File: config.mk
export PLATFORM = sky130hd
export DESIGN_NAME = hall_emulator_flat
export DESIGN_NICKNAME = d
export VERILOG_FILES = /design/src/rtl/hall_emulator_if.sv /design/src/rtl/hall_emulator.sv /design/src/flat_wrapper.sv
export SDC_FILE = /design/constraint.sdc
export NUM_CORES = 1
export LEC_CHECK = 0
export BUFFER_PORTS_ARGS = -buffer_cell sky130_fd_sc_hd__buf_2
export CAP_MARGIN = 0
export CORE_AREA = 2 2 88 90
export DETAILED_ROUTE_END_ITERATION = 10
export DIE_AREA = 0 0 90 92
export GPL_TIMING_DRIVEN = 0
export HOLD_SLACK_MARGIN = 0.15
export SLEW_MARGIN = 10
export SYNTH_ARGS = -nofsm -noshare
export SYNTH_HDL_FRONTEND = slang
export SYNTH_SLANG_ARGS = --single-unit
File: constraint.sdc
create_clock -name clk -period 3.9 [get_ports clk]
set_clock_uncertainty 0.2 [all_clocks]
set_input_delay 0.195 -clock clk [delete_from_list [all_inputs] [get_ports clk]]
set_output_delay 0.195 -clock clk [all_outputs]
set_load 0.05 [all_outputs]
File: src/rtl/hall_emulator_if.sv
// Command and status bundle between a motion controller and hall_emulator.
interface hall_emulator_if #(
   parameter int PERIOD_W = 16
);
   logic                start;
   logic                stop;
   logic [7:0]          count;
   logic                dir;
   logic [PERIOD_W-1:0] period;
   logic [2:0]          h;
   logic [2:0]          sector;
   logic                step_stb;
   logic                busy;
   logic                done;

   modport master (
      output start, stop, count, dir, period,
      input  h, sector, step_stb, busy, done
   );

   modport slave (
      input  start, stop, count, dir, period,
      output h, sector, step_stb, busy, done
   );
endinterface

File: src/rtl/hall_emulator.sv
// Emulates a 3-phase Hall sensor sequence stepping at PERIOD timebase ticks per sector.
// Optional macro HALL_PERIOD_LATCH_EN: PERIOD is sampled on START and at each step boundary.
module hall_emulator #(
   parameter int PRESC    = 49,
   parameter int PERIOD_W = 16
) (
   input  logic           clk,
   input  logic           rst_n,
   hall_emulator_if.slave bus
);
   localparam int                PC_W      = (PRESC > 0) ? $clog2(PRESC + 1) : 1;
   localparam logic [PC_W-1:0]   PRESC_MAX = PC_W'(PRESC);
   localparam logic [PERIOD_W:0] ONE       = (PERIOD_W + 1)'(1);

   typedef enum logic {IDLE, RUN} state_t;

   state_t              state;
   logic [PC_W-1:0]     presc_cnt;
   logic [PERIOD_W-1:0] timer;
   logic [7:0]          remaining;
   logic [PERIOD_W-1:0] period_eff;
   logic                start_ok;
   logic                tick;
   logic                step_due;
   logic [2:0]          next_sector;

   function automatic logic [2:0] sector_to_h(input logic [2:0] s);
      case (s)
         3'd0:    sector_to_h = 3'b001;
         3'd1:    sector_to_h = 3'b011;
         3'd2:    sector_to_h = 3'b010;
         3'd3:    sector_to_h = 3'b110;
         3'd4:    sector_to_h = 3'b100;
         default: sector_to_h = 3'b101;
      endcase
   endfunction

   function automatic logic [2:0] advance(input logic [2:0] s, input logic fwd);
      if (fwd) advance = (s == 3'd5) ? 3'd0 : s + 3'd1;
      else     advance = (s == 3'd0) ? 3'd5 : s - 3'd1;
   endfunction

   // START together with STOP counts as STOP, so it never launches a move.
   assign start_ok    = bus.start && !bus.stop;
   assign tick        = (state == RUN) && (presc_cnt == PRESC_MAX);
   assign step_due    = tick && (period_eff != '0) &&
                        (({1'b0, timer} + ONE) >= {1'b0, period_eff});
   assign next_sector = advance(bus.sector, bus.dir);

`ifdef HALL_PERIOD_LATCH_EN
   logic [PERIOD_W-1:0] period_q;

   always_ff @(posedge clk or negedge rst_n) begin
      if (!rst_n) begin
         period_q <= '0;
      end else if ((state == IDLE && start_ok) || step_due) begin
         period_q <= bus.period;
      end
   end

   assign period_eff = period_q;
`else
   assign period_eff = bus.period;
`endif

   always_ff @(posedge clk or negedge rst_n) begin
      if (!rst_n) begin
         state        <= IDLE;
         presc_cnt    <= '0;
         timer        <= '0;
         remaining    <= '0;
         bus.sector   <= 3'd0;
         bus.h        <= 3'b001;
         bus.step_stb <= 1'b0;
         bus.busy     <= 1'b0;
         bus.done     <= 1'b0;
      end else begin
         bus.step_stb <= 1'b0;
         bus.done     <= 1'b0;
         case (state)
            IDLE: begin
               presc_cnt <= '0;
               timer     <= '0;
               if (start_ok) begin
                  state     <= RUN;
                  bus.busy  <= 1'b1;
                  remaining <= bus.count;
               end
            end
            RUN: begin
               if (bus.stop) begin
                  state     <= IDLE;
                  bus.busy  <= 1'b0;
                  presc_cnt <= '0;
                  timer     <= '0;
                  remaining <= '0;
               end else begin
                  presc_cnt <= tick ? '0 : presc_cnt + 1'b1;
                  if (step_due) begin
                     timer        <= '0;
                     bus.sector   <= next_sector;
                     bus.h        <= sector_to_h(next_sector);
                     bus.step_stb <= 1'b1;
                     // remaining == 0 means continuous: it is never decremented.
                     if (remaining == 8'd1) begin
                        state     <= IDLE;
                        bus.busy  <= 1'b0;
                        bus.done  <= 1'b1;
                        remaining <= '0;
                        presc_cnt <= '0;
                     end else if (remaining != 8'd0) begin
                        remaining <= remaining - 8'd1;
                     end
                  end else if (tick) begin
                     timer <= timer + 1'b1;
                  end
               end
            end
            default: state <= IDLE;
         endcase
      end
   end
endmodule

File: src/flat_wrapper.sv
// flat-port wrapper written by rule: the top's interface ports become plain ports
module hall_emulator_flat 
#(
   parameter int PRESC    = 49,
   parameter int PERIOD_W = 16
)
  (clk, rst_n, bus_start, bus_stop, bus_count, bus_dir, bus_period, bus_h, bus_sector, bus_step_stb, bus_busy, bus_done);
  hall_emulator_if #(.PERIOD_W(PERIOD_W)) bus_i ();
  input  logic clk;
  input  logic rst_n;
  input wire logic [$bits(bus_i.start)-1:0] bus_start;
  input wire logic [$bits(bus_i.stop)-1:0] bus_stop;
  input wire logic [$bits(bus_i.count)-1:0] bus_count;
  input wire logic [$bits(bus_i.dir)-1:0] bus_dir;
  input wire logic [$bits(bus_i.period)-1:0] bus_period;
  output wire logic [$bits(bus_i.h)-1:0] bus_h;
  output wire logic [$bits(bus_i.sector)-1:0] bus_sector;
  output wire logic [$bits(bus_i.step_stb)-1:0] bus_step_stb;
  output wire logic [$bits(bus_i.busy)-1:0] bus_busy;
  output wire logic [$bits(bus_i.done)-1:0] bus_done;
  assign bus_i.start = bus_start;
  assign bus_i.stop = bus_stop;
  assign bus_i.count = bus_count;
  assign bus_i.dir = bus_dir;
  assign bus_i.period = bus_period;
  assign bus_h = bus_i.h;
  assign bus_sector = bus_i.sector;
  assign bus_step_stb = bus_i.step_stb;
  assign bus_busy = bus_i.busy;
  assign bus_done = bus_i.done;
  hall_emulator #(.PRESC(PRESC), .PERIOD_W(PERIOD_W)) u_core (.clk(clk), .rst_n(rst_n), .bus(bus_i));
endmodule
; ---- Word-level counts from Yosys, hierarchy flattened
; Cells that the tools add are included.
[word_totals]
regBits = 40
latchBits = 0
ramBits = 0
rom_bits = 0
word_cells = 78
memories = 0
[classes]
addsub = 6
multipliers = 0
div = 0
magnitude_cmp = 1
eq_ne = 12
shift = 0
n_mux = 36
bitwise_logic = 2
n_reduce_logical = 12
[ops]
columns = op, count
row1 = $mux W16, 3
row2 = $mux W8, 5
row3 = $pmux W16 S2, 1
row4 = $mux W6, 4
row5 = $add A16 B1 Y17 const B, 1
row6 = $ge A17 B16 Y1, 1
row7 = $add A16 B1 Y16 const B, 1
row8 = $pmux W8 S2, 1
row9 = $reduce_bool A16 Y1, 1
row10 = $mux W1, 15
row11 = $pmux W3 S5, 1
row12 = $pmux W6 S2, 1
row13 = $mux W3, 3
row14 = $reduce_and A3 Y1, 3
row15 = $eq A8 B1 Y1 const B, 1
row16 = $ne A4 B4 Y1 const B, 2
row17 = $reduce_bool A8 Y1, 1
row18 = $sub A8 B1 Y8 const B, 1
row19 = $add A6 B1 Y6 const B, 1
row20 = $eq A3 B2 Y1 const B, 2
row21 = $eq A3 B3 Y1 const B, 2
row22 = $eq A6 B6 Y1 const B, 1
row23 = $logic_not A3 Y1, 2
row24 = $ne A3 B3 Y1 const B, 2
row25 = 8 further kinds, 13

; ---- Longest topological paths before layout
[depth]
word_depth = 7
mapped_depth = 16

; ---- Worst setup path before layout
; Ideal clock, no wire load.
[synth_timing]
kind = reg2reg
from = reg u_core.timer[0]
to = reg u_core.timer[11]
t_arrival_ps = 2892
slack_ps = 726
path_stages_with_launch = 16
n_path_buf = 1
synth_period_minus_slack_ps = 3174
path_cell_list = dfrtp_1 > ha_1 > and3_1 > buf_4 > nand4_2 > nor2_4 > nand3_1 > xnor2_1 > ha_1 > a21o_1 > a21oi_1 > o41a_1 > o21a_4 > a21oi_4 > or4_1 > a31oi_1
[synth_via]
elab_chain_cells = 6
word_cells_on_any_way = 9
[synth_rtl]
columns = item, line_no
row1 = from (decl), hall_emulator.sv:19  ; logic [PERIOD_W-1:0] timer;
row2 = from (signal assigned), hall_emulator.sv:115  ; timer <= timer + 1'b1;
row3 = $add A16 B1 Y17, hall_emulator.sv:47  ; (({1'b0, timer} + ONE) >= {1'b0, period_eff});
row4 = $ge A17 B16 Y1, hall_emulator.sv:47
row5 = $logic_and A1 B1 Y1, hall_emulator.sv:46  ; assign step_due = tick && (period_eff != '0) &&
row6 = $mux W16, hall_emulator.sv:99  ; if (step_due) begin
row7 = $mux W16, hall_emulator.sv:91  ; if (bus.stop) begin
row8 = $pmux W16 S2, hall_emulator.sv:80  ; case (state)
; Several ways; a longest one is shown, not always the timed one. The select of a mux whose other input is x is not followed.
; A chain may end at the register's enable or synchronous reset.

; ---- Worst setup path in the final report
; Same ends and word-level chain as after synthesis.

==> flow_metrics.py <==
metrics = {
    "status": {
        "status": "completed",
    },
    "routing": {
        "drt_iter0_drc": 64,
        "drc": 0,
        "totalWireLength_mm": 6.33,
        "viasPerCell": 5.15,
        "postRouteAntennaNets": 0,
        "first_pass_iters": 4,
        "routed-via-count": 2529,
        "wire_per_inst_um": 12.9,
    },
    "power_and_ir_drop": {
        "clockPowerShare_pct": 37.4,
        "cellLeakagePower_nw": 1.59,
        "power.density_mw_per_mm2": 282,
        "pwr-share-comb_pct": 15.0,
        "ir_drop_mv": 0.196,
        "p_sw_share_pct": 26.7,
        "p_total_mw": 0.965,
        "power_switching_mw": 0.258,
        "p_seq_share_pct": 47.6,
        "intPower_mw": 0.708,
    },
    "global_route": {
        "grt_pass1_wl_mm": 11.0,
        "grtUsageMet2_pct": 27.6,
        "antenna_found_initial": 0,
        "met1_usage_pct": 20.6,
        "grt-busiest-layer": "met2",
        "grt_util_all_layers_pct": 16.0,
        "grt_max_degree": 41,
        "gr-total-overflow": 0,
        "grt_pass1_vias": 2442,
        "met3_usage_pct": 2.79,
    },
    "job": {
        "maxCapViolCount": 0,
    },
    "final_layout": {
        "nFillCells": 774,
        "syn2layout_area_growth_pct": 19.4,
        "layout_commonest_cell": "buf_2",
        "fin_cells": 491,
        "layout-drive-gt1-share_pct": 17.5,
        "regArea_mm2": 0.00100,
        "insertedDiodeCount": 0,
        "nets": 439,
        "layout_common_cells": "buf_2 (43), nor2_1 (42), dfrtp_1 (39)",
        "multi_input_area_mm2": 0.00169,
    },
    "sta": {
        "finalSetupTns_ns": 0,
        "fin_crit_sh_pct": 91.0,
        "max_freq_mhz": 282,
        "setup_viol": 0,
        "min_period_ns": 3.55,
        "relSlewSlack_pct": 38.8,
        "slew_viol_final": 0,
        "tightest_slew_ns": 0.917,
        "hold_viol_final": 0,
        "rsz0062_at_grt": "false",
    },
    "floorplanning": {
        "die_width_um": 90,
        "boundaryPins": 38,
        "coreArea_mm2": 0.00745,
        "die_h_um": 92,
        "start_util_pct": 38.4,
        "dieArea_mm2": 0.00828,
        "std_cell_rows": 32,
    },
    "clocking": {
        "htree_levels": 2,
        "worstSkewPairLatency_ns": 0.29,
        "post-cts-setup-buffers": 0,
        "cts.reportedPaths.clkPinSlew_ns": 0.08,
        "cts_buffer_depth": 2,
        "numCtsBuffers": 5,
        "cts_root_buf": "clkbuf_8",
        "cts_sinks": 40,
        "post_cts_resized": 0,
        "ctsHoldBuffers": 12,
        "cts_tree": "built",
    },
    "critical_path": {
        "cp.required_ns": 3.91,
        "worstPathCellList": "ha_1, and3_1, buf_4, nand3_1, xnor2_1, ha_1, a21oi_1, o21ai_0, o31ai_2, a21oi_4, or4_1, a31oi_1",
        "crit_type": "flip-flop to flip-flop",
        "r2r_setup_slack_ns": 0.35,
        "cp-end-kind": "flip-flop",
        "crit_arrival_ns": 3.56,
        "rr_worst_depth": 12,
        "crit_path_top_delay_cell": "o31ai_2",
        "reg2reg_from": "u_core.timer[0]",
        "cp-start-kind": "flip-flop",
        "crit_path_frequent_cell": "ha_1",
        "critPathMaxStageDelay_ns": 0.64,
        "crit_fanout": 5,
        "path_buf_inv": 1,
        "cpLargestDelayFamily": "compound AO/OA/AOI/OAI gates",
        "r2r-end": "u_core.timer[11]",
    },
    "placement": {
        "port_buffers": 37,
        "dp.cells": 471,
        "routabilityCongestion": 0.833,
        "dpl.hpwl_mm": 4.69,
    },
    "logic_synthesis": {
        "synthCells": 332,
        "yosysWarnings": 0,
        "seq_area_frac_synth_pct": 35.0,
        "synth_area_leader_cell": "dfrtp_1",
        "synth.distinct_cells": 51,
        "syn_nets": 383,
        "synth_top_area_share_pct": 34.1,
        "syn_area_mm2": 0.00286,
        "synth_area_leaders": "dfrtp_1 (34%), ha_1 (9.6%), nor2_1 (5.5%)",
        "synth_area_per_cell_um2": 8.62,
        "ys_ff_latch": 40,
    },
    "worst_hold_path": {
        "hold_class": "flip-flop to flip-flop",
        "min_from": "u_core.bus.h[0]",
        "hold_path_depth": 2,
        "hold_end": "u_core.bus.h[0]",
    },
}
[worst register-to-register path: cells and delay by family, from the launching register on]
kind,cells,cell delay [ns]
xor+xnor,1,0.23
simple gates,3,0.76
compound gates,5,1.18
fa+ha+maj,2,0.52
flops,1,0.43
buf+inv,1,0.14
[cell usage after synthesis, drive strengths merged]
master,n
or3,2
and2,2
or4,1
nor2,44
a31o,1
and4,1
nand4,8
clkbuf,3
o41a,1
o32ai,1
nand2b,6
dfrtp,39
nor3,18
o22ai,1
o31ai,5
o2bb2ai,2
inv,24
a221o,2
and3,2
nor4,7
a22o,3
o21a,1
nor2b,2
xor2,12
o221ai,1
a32o,1
a31oi,4
nand3,16
a21oi,23
o21ai,8
dfstp,1
nand3b,1
mux2,2
xnor2,16
a211oi,4
nand2,28
ha,22
mux2i,2
buf,10
a21o,5
[state kept, by name, indices dropped and copies added (netlist names)]
signal	cells
u_core.bus.busy	1
u_core.bus.done	1
u_core.bus.h	3
u_core.bus.sector	3
u_core.bus.step_stb	1
u_core.presc_cnt	6
u_core.remaining	8
u_core.state	1
u_core.timer	16
[power by group through the flow]
stage / registers, mW / logic, mW / clock network, mW
5_1_grt: 0.465 / 0.167 / 0.390
3_3_place_gp: 0.467 / 0.133 / 0
6_report: 0.460 / 0.145 / 0.361
3_5_place_dp: 0.468 / 0.137 / 0
2_1_floorplan: 0.467 / 0.0866 / 0
4_1_cts: 0.460 / 0.146 / 0.372
[area by class of cell]
| type | count | share of cell area, % |
|---|---|---|
| Buffer | 13 | 2.45 |
| Tap cell | 102 | 3.73 |
| Clock buffer | 6 | 2.42 |
| Timing Repair Buffer | 49 | 8.93 |
| Clock inverter | 2 | 1.14 |
| Inverter | 24 | 2.64 |
| Multi-Input combinational cell | 255 | 49.4 |
| Sequential cell | 40 | 29.3 |
[cell families after synthesis]
logic type,synth area share (%)
flip-flops,35.0
AO/OA/AOI/OAI,15.9
multiplexers,1.75
adder cells (fa/ha/maj),9.62
AND/OR/NAND/NOR,23.1
buffers and inverters,6.08
XOR/XNOR,8.57
[per-stage QoR]
stage          hold WS (ns)  setup WS, ns  utilization, %  cell area [um2]
2_1_floorplan        -0.301         0.726               -             2860
4_1_cts               0.276         0.349            45.9             3420
3_3_place_gp          0.182         0.408            42.6             3180
5_1_grt               0.292         0.128            45.9             3420
6_report              0.269         0.351            45.9             3420
3_5_place_dp          0.185         0.361            42.6             3180
[worst max-delay path by stage]
stage	slack, ns	from	cells after the start	end
6_report	0.35	u_core.timer[0]	12	u_core.timer[11]
4_1_cts	0.35	u_core.timer[0]	14	u_core.bus.h[1]
3_5_place_dp	0.36	u_core.timer[0]	14	u_core.bus.sector[0]
5_1_grt	0.13	u_core.timer[0]	16	u_core.timer[14]
3_3_place_gp	0.41	u_core.timer[0]	14	u_core.bus.h[1]
2_1_floorplan	0.73	u_core.timer[0]	15	u_core.timer[11]
[metal layers]
layer | part of all wire, % | wire length, um
met5 | 0 | 0
met4 | 1.2 | 77
met3 | 3.6 | 226
met2 | 46 | 2940
met1 | 49 | 3090
(Power assumes the default switching activity.)
